**src/rtl/cordic_pkg.sv**
```systemverilog
// Shared definitions for the CORDIC request scheduler: FSM encoding, widths, fixed-point scale.
// Latency: none (constants and a pure helper function only).
// Backpressure: none.
package cordic_pkg;

    // Default operand/result width; values are signed 2.6 fixed point.
    localparam int W_DEFAULT = 8;

    // 2.6 fixed point: 1.0 is represented as 64.
    localparam int FX_SCALE = 64;

    // Scheduler FSM encoding.
    localparam logic [1:0] ST_IDLE  = 2'd0;
    localparam logic [1:0] ST_ISSUE = 2'd1;
    localparam logic [1:0] ST_WAIT  = 2'd2;
    localparam logic [1:0] ST_RESP  = 2'd3;

    // Round-robin successor: the requester after id, wrapping at nreq.
    function automatic logic [2:0] rr_next(input logic [2:0] id, input int nreq);
        return (int'(id) == nreq - 1) ? 3'd0 : id + 3'd1;
    endfunction

endpackage

```
**src/rtl/cordic_rr_arbiter.sv**
```systemverilog
// Round-robin arbiter: one-hot grant to the first requester at or after ptr, wrapping.
// Latency: purely combinational, zero cycles.
// Backpressure: none; the caller decides whether the grant is used.
module cordic_rr_arbiter
    import cordic_pkg::*;
#(
    parameter int NREQ = 4
) (
    input  logic [NREQ-1:0] req,
    input  logic [2:0]      ptr,
    output logic [NREQ-1:0] gnt,
    output logic [2:0]      gnt_id,
    output logic            gnt_any
);

    localparam int IW = (NREQ > 1) ? $clog2(NREQ) : 1;

    logic [IW-1:0] idx;

    // Scan requesters starting at ptr; the first set bit wins.
    always_comb begin
        gnt     = '0;
        gnt_id  = '0;
        gnt_any = 1'b0;
        idx     = '0;
        for (int i = 0; i < NREQ; i++) begin
            idx = IW'((int'(ptr) + i) % NREQ);
            if (!gnt_any && req[idx]) begin
                gnt_any  = 1'b1;
                gnt[idx] = 1'b1;
                gnt_id   = 3'(idx);
            end
        end
    end

endmodule

```
**src/rtl/cordic_scheduler.sv**
```systemverilog
// Shares one CORDIC engine among NREQ requesters, one operation in flight, with engine timeout.
// Latency: accept -> eng_start 2 cycles; accept -> rsp_valid 3 cycles + engine latency.
// Backpressure: response held until rsp_ready; no new request is granted while one is outstanding.
module cordic_scheduler
    import cordic_pkg::*;
#(
    parameter int NREQ = 4,
    parameter int W    = W_DEFAULT,
    parameter int TMO  = 31
) (
    input  logic              clk,
    input  logic              rst_n,
    input  logic [NREQ-1:0]   req_valid,
    output logic [NREQ-1:0]   req_ready,
    input  logic [NREQ*W-1:0] req_x,
    input  logic [NREQ*W-1:0] req_y,
    input  logic [NREQ*W-1:0] req_angle,
    output logic              eng_start,
    output logic [W-1:0]      eng_xin,
    output logic [W-1:0]      eng_yin,
    output logic [W-1:0]      eng_angle,
    input  logic              eng_done,
    input  logic [W-1:0]      eng_sine,
    output logic              rsp_valid,
    input  logic              rsp_ready,
    output logic [2:0]        rsp_id,
    output logic [W-1:0]      rsp_sine,
    output logic              rsp_err
);

    localparam int CW = (TMO < 1) ? 1 : $clog2(TMO + 1);

    logic [1:0]    state_q, state_d;
    logic [2:0]    ptr_q, ptr_d;
    logic [CW-1:0] cnt_q, cnt_d;
    logic [2:0]    id_q, id_d;
    logic [W-1:0]  x_q, x_d, y_q, y_d, a_q, a_d;
    logic [W-1:0]  sine_q, sine_d;
    logic          err_q, err_d;
    logic          start_q, start_d;

    logic [NREQ-1:0] gnt;
    logic [2:0]      gnt_id;
    logic            gnt_any;
    logic [W-1:0]    x_sel, y_sel, a_sel;

    cordic_rr_arbiter #(.NREQ(NREQ)) u_arb (
        .req     (req_valid),
        .ptr     (ptr_q),
        .gnt     (gnt),
        .gnt_id  (gnt_id),
        .gnt_any (gnt_any)
    );

    // Operand mux driven by the one-hot grant.
    always_comb begin
        x_sel = '0;
        y_sel = '0;
        a_sel = '0;
        for (int i = 0; i < NREQ; i++) begin
            if (gnt[i]) begin
                x_sel = req_x[i*W +: W];
                y_sel = req_y[i*W +: W];
                a_sel = req_angle[i*W +: W];
            end
        end
    end

    // Scheduler FSM: accept, start engine, wait with timeout, hold response.
    always_comb begin
        state_d = state_q;
        ptr_d   = ptr_q;
        cnt_d   = cnt_q;
        id_d    = id_q;
        x_d     = x_q;
        y_d     = y_q;
        a_d     = a_q;
        sine_d  = sine_q;
        err_d   = err_q;
        start_d = 1'b0;
        case (state_q)
            ST_IDLE: begin
                if (gnt_any) begin
                    id_d    = gnt_id;
                    x_d     = x_sel;
                    y_d     = y_sel;
                    a_d     = a_sel;
                    state_d = ST_ISSUE;
                end
            end
            ST_ISSUE: begin
                start_d = 1'b1;
                cnt_d   = '0;
                state_d = ST_WAIT;
            end
            ST_WAIT: begin
                // Completion wins over a timeout landing in the same cycle.
                if (eng_done) begin
                    sine_d  = eng_sine;
                    err_d   = 1'b0;
                    state_d = ST_RESP;
                end else if (cnt_q == CW'(TMO)) begin
                    sine_d  = '0;
                    err_d   = 1'b1;
                    state_d = ST_RESP;
                end else begin
                    cnt_d = cnt_q + CW'(1);
                end
            end
            ST_RESP: begin
                if (rsp_ready) begin
                    ptr_d   = rr_next(id_q, NREQ);
                    state_d = ST_IDLE;
                end
            end
            default: state_d = ST_IDLE;
        endcase
    end

    // State and datapath registers, cleared asynchronously.
    always_ff @(posedge clk or negedge rst_n) begin
        if (!rst_n) begin
            state_q <= ST_IDLE;
            ptr_q   <= '0;
            cnt_q   <= '0;
            id_q    <= '0;
            x_q     <= '0;
            y_q     <= '0;
            a_q     <= '0;
            sine_q  <= '0;
            err_q   <= 1'b0;
            start_q <= 1'b0;
        end else begin
            state_q <= state_d;
            ptr_q   <= ptr_d;
            cnt_q   <= cnt_d;
            id_q    <= id_d;
            x_q     <= x_d;
            y_q     <= y_d;
            a_q     <= a_d;
            sine_q  <= sine_d;
            err_q   <= err_d;
            start_q <= start_d;
        end
    end

    // Grant is combinational from req_valid, so gate it with rst_n to keep it low in reset.
    assign req_ready = (state_q == ST_IDLE && rst_n) ? gnt : '0;
    assign eng_start = start_q;
    assign eng_xin   = x_q;
    assign eng_yin   = y_q;
    assign eng_angle = a_q;
    assign rsp_valid = (state_q == ST_RESP);
    assign rsp_id    = id_q;
    assign rsp_sine  = sine_q;
    assign rsp_err   = err_q;

endmodule

```
**config.mk**
```make
export PLATFORM = sky130hd
export DESIGN_NAME = cordic_scheduler
export DESIGN_NICKNAME = d
export VERILOG_FILES = /design/src/rtl/cordic_pkg.sv /design/src/rtl/cordic_rr_arbiter.sv /design/src/rtl/cordic_scheduler.sv
export SDC_FILE = /design/constraint.sdc
export NUM_CORES = 1
export LEC_CHECK = 0
export BUFFER_PORTS_ARGS = -buffer_cell sky130_fd_sc_hd__buf_2
export CAP_MARGIN = 30
export CORE_MARGIN = 2
export CORE_UTILIZATION = 30
export DETAILED_ROUTE_END_ITERATION = 10
export PLACE_DENSITY = 0.58
export SYNTH_ARGS = -nofsm -noshare
export SYNTH_HDL_FRONTEND = slang
export SYNTH_SLANG_ARGS = --single-unit
```
**constraint.sdc**
```tcl
create_clock -name clk -period 9.95 [get_ports clk]
set_input_delay 1.99 -clock clk [delete_from_list [all_inputs] [get_ports clk]]
set_output_delay 1.99 -clock clk [all_outputs]
set_load 0.05 [all_outputs]
```
# [Word-level counts from Yosys, hierarchy flattened]
# Index checks and enable logic that the tools add are counted.
[totals] latchBits=0 input_bits=112 word_cells=110 output_inout_bits=42 regBits=46 rom_bits=0 ramBits=0 memories=0
[classes] n_addsub=5 reduce_logical=19 order_cmp=8 div_mod_pow=0 shift=0 n_mux=55 eq_ne=10 n_bitwise=3 multipliers=0
[ops] cell="8-bit 2-to-1 mux" count=14
[ops] cell="4-bit 2-to-1 mux" count=5
[ops] cell="1-bit 2-to-1 mux" count=15
[ops] cell="2-bit by 3-bit less-than comparator with 1-bit output, second input constant" count=4
[ops] cell="2-bit 2-to-1 mux" count=6
[ops] cell="4-bit OR" count=3
[ops] cell="5-bit 2-to-1 mux" count=2
[ops] cell="5-bit case mux with 2 select lines" count=1
[ops] cell="3-bit 2-to-1 mux" count=3
[ops] cell="1-bit binary-select mux with 2-bit select" count=4
[ops] cell="1-bit demux with 2-bit select" count=4
[ops] cell="2-bit by 1-bit greater-or-equal comparator with 1-bit output, second input constant" count=4
[ops] cell="1-bit logical AND" count=8
[ops] cell="2-bit case mux with 4 select lines" count=1
[ops] cell="2-bit inequality test, second input constant" count=3
[ops] cell="2-bit AND reduction" count=3
[ops] cell="3-bit AND reduction" count=2
[ops] cell="5-bit by 1-bit adder with 5-bit output, second input constant" count=1
[ops] cell="5-bit == test, second input constant" count=1
[ops] cell="2-bit by 1-bit adder with 2-bit output, second input constant" count=2
[ops] cell="2-bit adder, second input constant" count=2
[ops] cell="2-bit == test, second input constant" count=2
[ops] cell="2-bit nonzero test" count=2
[ops] cell="3-bit == test, second input constant" count=1
[ops] cell="other kinds (5)" count=7

# [Longest topological paths before layout]
[logic_depth] word_depth=16 mapped_depth=13 mapped_depth_nobuf=9

# [By module]
# From an unflattened synthesis, not the netlist that was laid out.
[hier_totals] cells_unflattened=285 area_unflattened_um2=3009.1
[by_module_without_submodules] mod="cordic_scheduler" seq_area_each_um2=1176.1 instances=1 cells_per_inst=238 area_per_inst_um2=2578.7
[by_module_without_submodules] mod="cordic_rr_arbiter" seq_area_each_um2=0.0 instances=1 cells_per_inst=47 area_per_inst_um2=430.4

# [Worst setup path after synthesis]
# OpenSTA, ideal clock, no wires.
[synth_timing] kind="input to output" start="in req_valid[2]" end="out req_ready[1]" path_slack_ns=3.698 path_buffers=2 cell_stages=7 arrival_time_ns=4.262 required_time_ns=7.960 path_cell_list="mux4_2 buf_4 or3b_1 a22oi_2 a21o_2 buf_4 nor2b_1"
[synth_between] elab_chain_len=13 elab_cells_between_ends=25 cone_classes="16 x mux; 3 x bitwise; 6 x reduce/logical"
[synth_rtl] item="start: declaration" line_no="cordic_scheduler.sv:13" text="input logic [NREQ-1:0] req_valid,"
[synth_rtl] item="1-bit binary-select mux with 2-bit select" line_no="cordic_rr_arbiter.sv:28" text="if (!gnt_any && req[idx]) begin"
[synth_rtl] item="1-bit 2-to-1 mux (implied by the code)" line_no="cordic_rr_arbiter.sv:28"
[synth_rtl] item="1-bit 2-to-1 mux" line_no="cordic_rr_arbiter.sv:28"
[synth_rtl] item="1-bit logical NOT" line_no="cordic_rr_arbiter.sv:28"
[synth_rtl] item="1-bit logical AND" line_no="cordic_rr_arbiter.sv:28"
[synth_rtl] item="1-bit 2-to-1 mux" line_no="cordic_rr_arbiter.sv:28"
[synth_rtl] item="1-bit logical NOT" line_no="cordic_rr_arbiter.sv:28"
[synth_rtl] item="1-bit logical AND" line_no="cordic_rr_arbiter.sv:28"
[synth_rtl] item="1-bit 2-to-1 mux" line_no="cordic_rr_arbiter.sv:28"
[synth_rtl] item="1-bit logical NOT" line_no="cordic_rr_arbiter.sv:28"
[synth_rtl] item="1-bit logical AND" line_no="cordic_rr_arbiter.sv:28"
[synth_rtl] item="4-bit 2-to-1 mux *" line_no="cordic_rr_arbiter.sv:28"
[synth_rtl] item="4-bit 2-to-1 mux *" line_no="cordic_scheduler.sv:148" text="assign req_ready = (state_q == ST_IDLE && rst_n) ? gnt : '0;"
[synth_rtl] item="end: declaration" line_no="cordic_scheduler.sv:14" text="output logic [NREQ-1:0] req_ready,"
# Every way passes the cells marked *; elsewhere a longest branch is shown, timed or not. The select of a mux whose other input is x is not followed.

# [Final worst setup path]
[layout_timing] start="in req_valid[2]" end="out req_ready[3]"
# The elaborated chain is that of the path after synthesis.

==> flow_summary.rst <==
.. list-table::
   :header-rows: 1

   * - Metric
     - Value
   * - Hold path endpoint
     - rsp_sine[6]
   * - Mapped Nets
     - 576
   * - Overflow left after global routing
     - 0
   * - Cells after Synth
     - 449
   * - Fraction of the core area covered by cells at the end of the flow
     - 38.70%
   * - Fraction of final layout cells sized beyond drive strength 1
     - 32.98%
   * - Top_reg_cell synth
     - dfrtp_1
   * - Final Hold Viols
     - 0
   * - Hold Path Depth
     - 1
   * - Tightest Hold Check Type
     - flop to flop
   * - Placeable core region
     - 0.01252 mm^2
   * - Die ar.
     - 0.01362 mm^2
   * - Flip-flop and latch count after synthesis
     - 45
   * - Kind of cell adding the most delay to the critical path
     - simple AND/OR/NAND/NOR gates
   * - Warnings, synthesis
     - 0
   * - Synth Cell Area
     - 0.003810 mm^2
   * - Total leakage power
     - 0.002102 uW
   * - Slowest stage cell on the critical path
     - nand3_2
   * - Sequential fraction of the synthesis area
     - 29.56%
   * - Vias per cell
     - 5.448
   * - Num CTS Buffers
     - 5
   * - Setup repair after global routing missed its margin
     - no
   * - Area share of the leading cell type in the synthesized netlist
     - 29.56%
   * - Slew at the pin with the worst max-slew slack
     - 947.7 ps
   * - Count of endpoints failing setup in the final report
     - 0
   * - First-pass GRT wire length
     - 19.84 mm
   * - Detailed-placement wirelength estimate
     - 9.297 mm
   * - Minimum setup slack in the final design
     - 3158 ps
   * - Cell with the most instances on the worst path
     - buf_2
   * - Worst setup path category
     - input port to output port
   * - Worst Reg2Reg Path Length in Cells
     - 9
   * - Largest buffer count on any clock path
     - 2
   * - Final antenna-violating net count
     - 0
   * - Number of buffers added to fix hold violations after cts
     - 0
   * - Longest individual stage delay on the worst path
     - 680 ps
   * - Total Routed Length
     - 12.97 mm
   * - Post_cts resized
     - 0
   * - Initial standard-cell utilization of the core
     - 30.44%
   * - Clock skew
     - 7.680 ps
   * - H-tree levels
     - 2
   * - Number of enable-type register cells in the synthesized netlist
     - 0
   * - Number of placed I/O pins
     - 154
   * - Starting DRC count in detailed routing
     - 347
   * - Cell Rows
     - 41
   * - Routed vias
     - 4070
   * - Setup Slack @ Placement
     - 3176 ps
   * - Number of sinks driven by the clock tree
     - 45
   * - Number of max-cap violations
     - 0
   * - Endpoint kind of the worst setup timing path
     - output port
   * - Highest Clock Rate
     - 0.1472 GHz
   * - Cell breakdown of the critical path
     - buf_2 > mux4_2 > nor3_4 > buf_16 > nand3_2 > a21oi_1 > buf_2
   * - Critical register-to-register path endpoint
     - eng_xin[3]
   * - Post-Syn Area per Cell
     - 8.485 um^2
   * - Clk_lat worst skew
     - 300 ps
   * - Register-to-register setup slack
     - 5740 ps
   * - Fill count
     - 1317
   * - Top cells by area, synth
     - dfrtp_1 (30%), and4_1 (5.5%), ha_1 (4.9%)
   * - Worst path arrival time
     - 4800 ps
   * - Worst vdd rail ir drop
     - 0.0001385 V
   * - Final Instance Count excl. Fillers
     - 747
   * - Clock transition at the registers of the reported paths
     - 70 ps
   * - Max-Slew Margin vs Limit
     - 36.75%
   * - Most area-hungry cell type in the Yosys netlist
     - dfrtp_1
   * - Count of buffers from port buffering
     - 152
   * - Worst hold start
     - rsp_sine[6]
   * - Worst endpoint required time
     - 7960 ps
   * - Outcome
     - complete, no violations
   * - Average wire per cell in the routed design
     - 17.36 um
   * - Pins Over Slew Limit
     - 0
   * - Sum of buffers and inverters on the critical path
     - 3
   * - Worst Hold Margin
     - 500.6 ps
   * - Setup TNS Final
     - 0 ps
   * - Global placer's final weighted congestion
     - 0.8878
   * - Pin count of the biggest net entering global routing
     - 50
   * - Final-stage net count
     - 699
   * - Maximum fanout along the worst path
     - 49
   * - Crit start category
     - input port
   * - Power density over the cells
     - 390.7 mW/mm^2
   * - Initial antenna violation count
     - 2
   * - DIE HEIGHT
     - 116.7 um
   * - Synth cell types
     - 52
   * - Cell Count Post-Placement
     - 736
   * - Time the worst path needs with I/O delays and setup
     - 6792 ps
   * - Fin crit share
     - 68.27%
   * - Post-CTS setup repair buffer count
     - 0
   * - First-pass detailed-route iteration total
     - 5
   * - Aggregate global-route resource usage
     - 18.74%
   * - Fraction of registers with async set/reset
     - 100.0%
   * - Synth-to-layout area growth
     - 27.16%
   * - CTS root buf
     - clkbuf_16
   * - Die boundary width
     - 116.7 um
   * - TritonCTS clock tree
     - built
   * - DRC violation count after routing
     - 0
   * - Via count of the first global-routing pass
     - 3854
   * - Reg2reg start
     - ptr_q[0]
cell type report:
class                   instances  area [um^2]  area share (%)
multi-input cells             326         2370           48.92
repair buffers                159        853.3           17.61
clock inverters                 2        15.01          0.3099
well taps                     172        215.2           4.442
clock buffers                   6        128.9           2.660
inverters                      35        131.4           2.712
flip-flops and latches         45         1126           23.24
diodes                          2        5.005          0.1033
state kept, by name (all words and copies together) (netlist names):
name       count
eng_yin        8
eng_angle      8
cnt_q          5
rsp_sine       8
eng_xin        8
state_q        2
rsp_err        1
eng_start      1
ptr_q          2
rsp_id         2
metal layers:
metal,GRT usage (%),share of wire [%],vias to the layer above
met5,0,0.24,-
met4,6.196,1.4,4
met2,29.87,46,137
li1,-,-,1948
met3,4.774,7.8,16
met1,24.84,44,1965
worst max path at each step:
stage,cells after the start,to,startpoint,slack (ps)
after floorplan,7,req_ready[1],req_valid[2],3700
after global placement,6,req_ready[3],req_valid[2],2770
after detailed placement,7,req_ready[3],req_valid[2],3180
after CTS,7,req_ready[3],req_valid[2],3150
after global routing,7,req_ready[3],req_valid[2],2970
final,7,req_ready[3],req_valid[2],3160
where the power goes:
part,switching [uW],internal (uW)
sequential,63.4,274
clock,79.9,93.5
combinational,944,437
total,1090,805
placed cells by master, fill, tap and decap left out, types with 2 or more instances in the layout:
cell and count:
buf_2 152, dfrtp_1 45, nand2_1 39, inv_1 35, nor2_1 32, o211ai_1 24, nand4_1 24, and4_1 24
nor3_1 23, a2111oi_0 21, a211oi_1 19, ha_1 15, a21boi_0 13, o21ai_0 11, a21boi_1 11, a22o_1 9
a21oi_1 6, clkbuf_16 5, mux4_2 4, nand3_1 4, a2111oi_2 4, a211oi_2 4, buf_4 4, a21o_1 3
nor2b_1 3, nor3b_1 3, diode_2 2, o21ai_1 2, and2_1 2, nand3_2 2, nand2b_1 2, mux2i_1 2
o31ai_1 2, clkinvlp_4 2
cells in the mapped netlist (4+ instances only):
cell type,instances
a2111oi_0,21
a2111oi_2,4
a211oi_1,19
a211oi_2,4
a21boi_0,13
a21boi_1,12
a21oi_1,6
a22o_1,9
and4_1,24
buf_2,5
buf_4,5
clkbuf_1,28
dfrtp_1,45
ha_1,15
inv_1,35
mux4_2,4
nand2_1,39
nand3_1,5
nand4_1,24
nor2_1,32
nor3_1,23
o211ai_1,24
o21ai_0,11
kinds of logic after synthesis:
kind of cell | synth area share, %
simple gates | 23.61
fa+ha+maj | 4.926
other cells | 0.09843
mux | 3.186
flops | 29.56
xor+xnor | 0.4599
compound gates | 29.20
buf+inv | 8.965
stage by stage:
step	total power, uW	cell area (um^2)
6_report	1893	4845
5_1_grt	2053	4840
4_1_cts	1893	4825
3_5_place_dp	1711	4681
3_3_place_gp	1661	4633
2_1_floorplan	1389	3810
No activity file was read; power rests on OpenSTA's default activity.
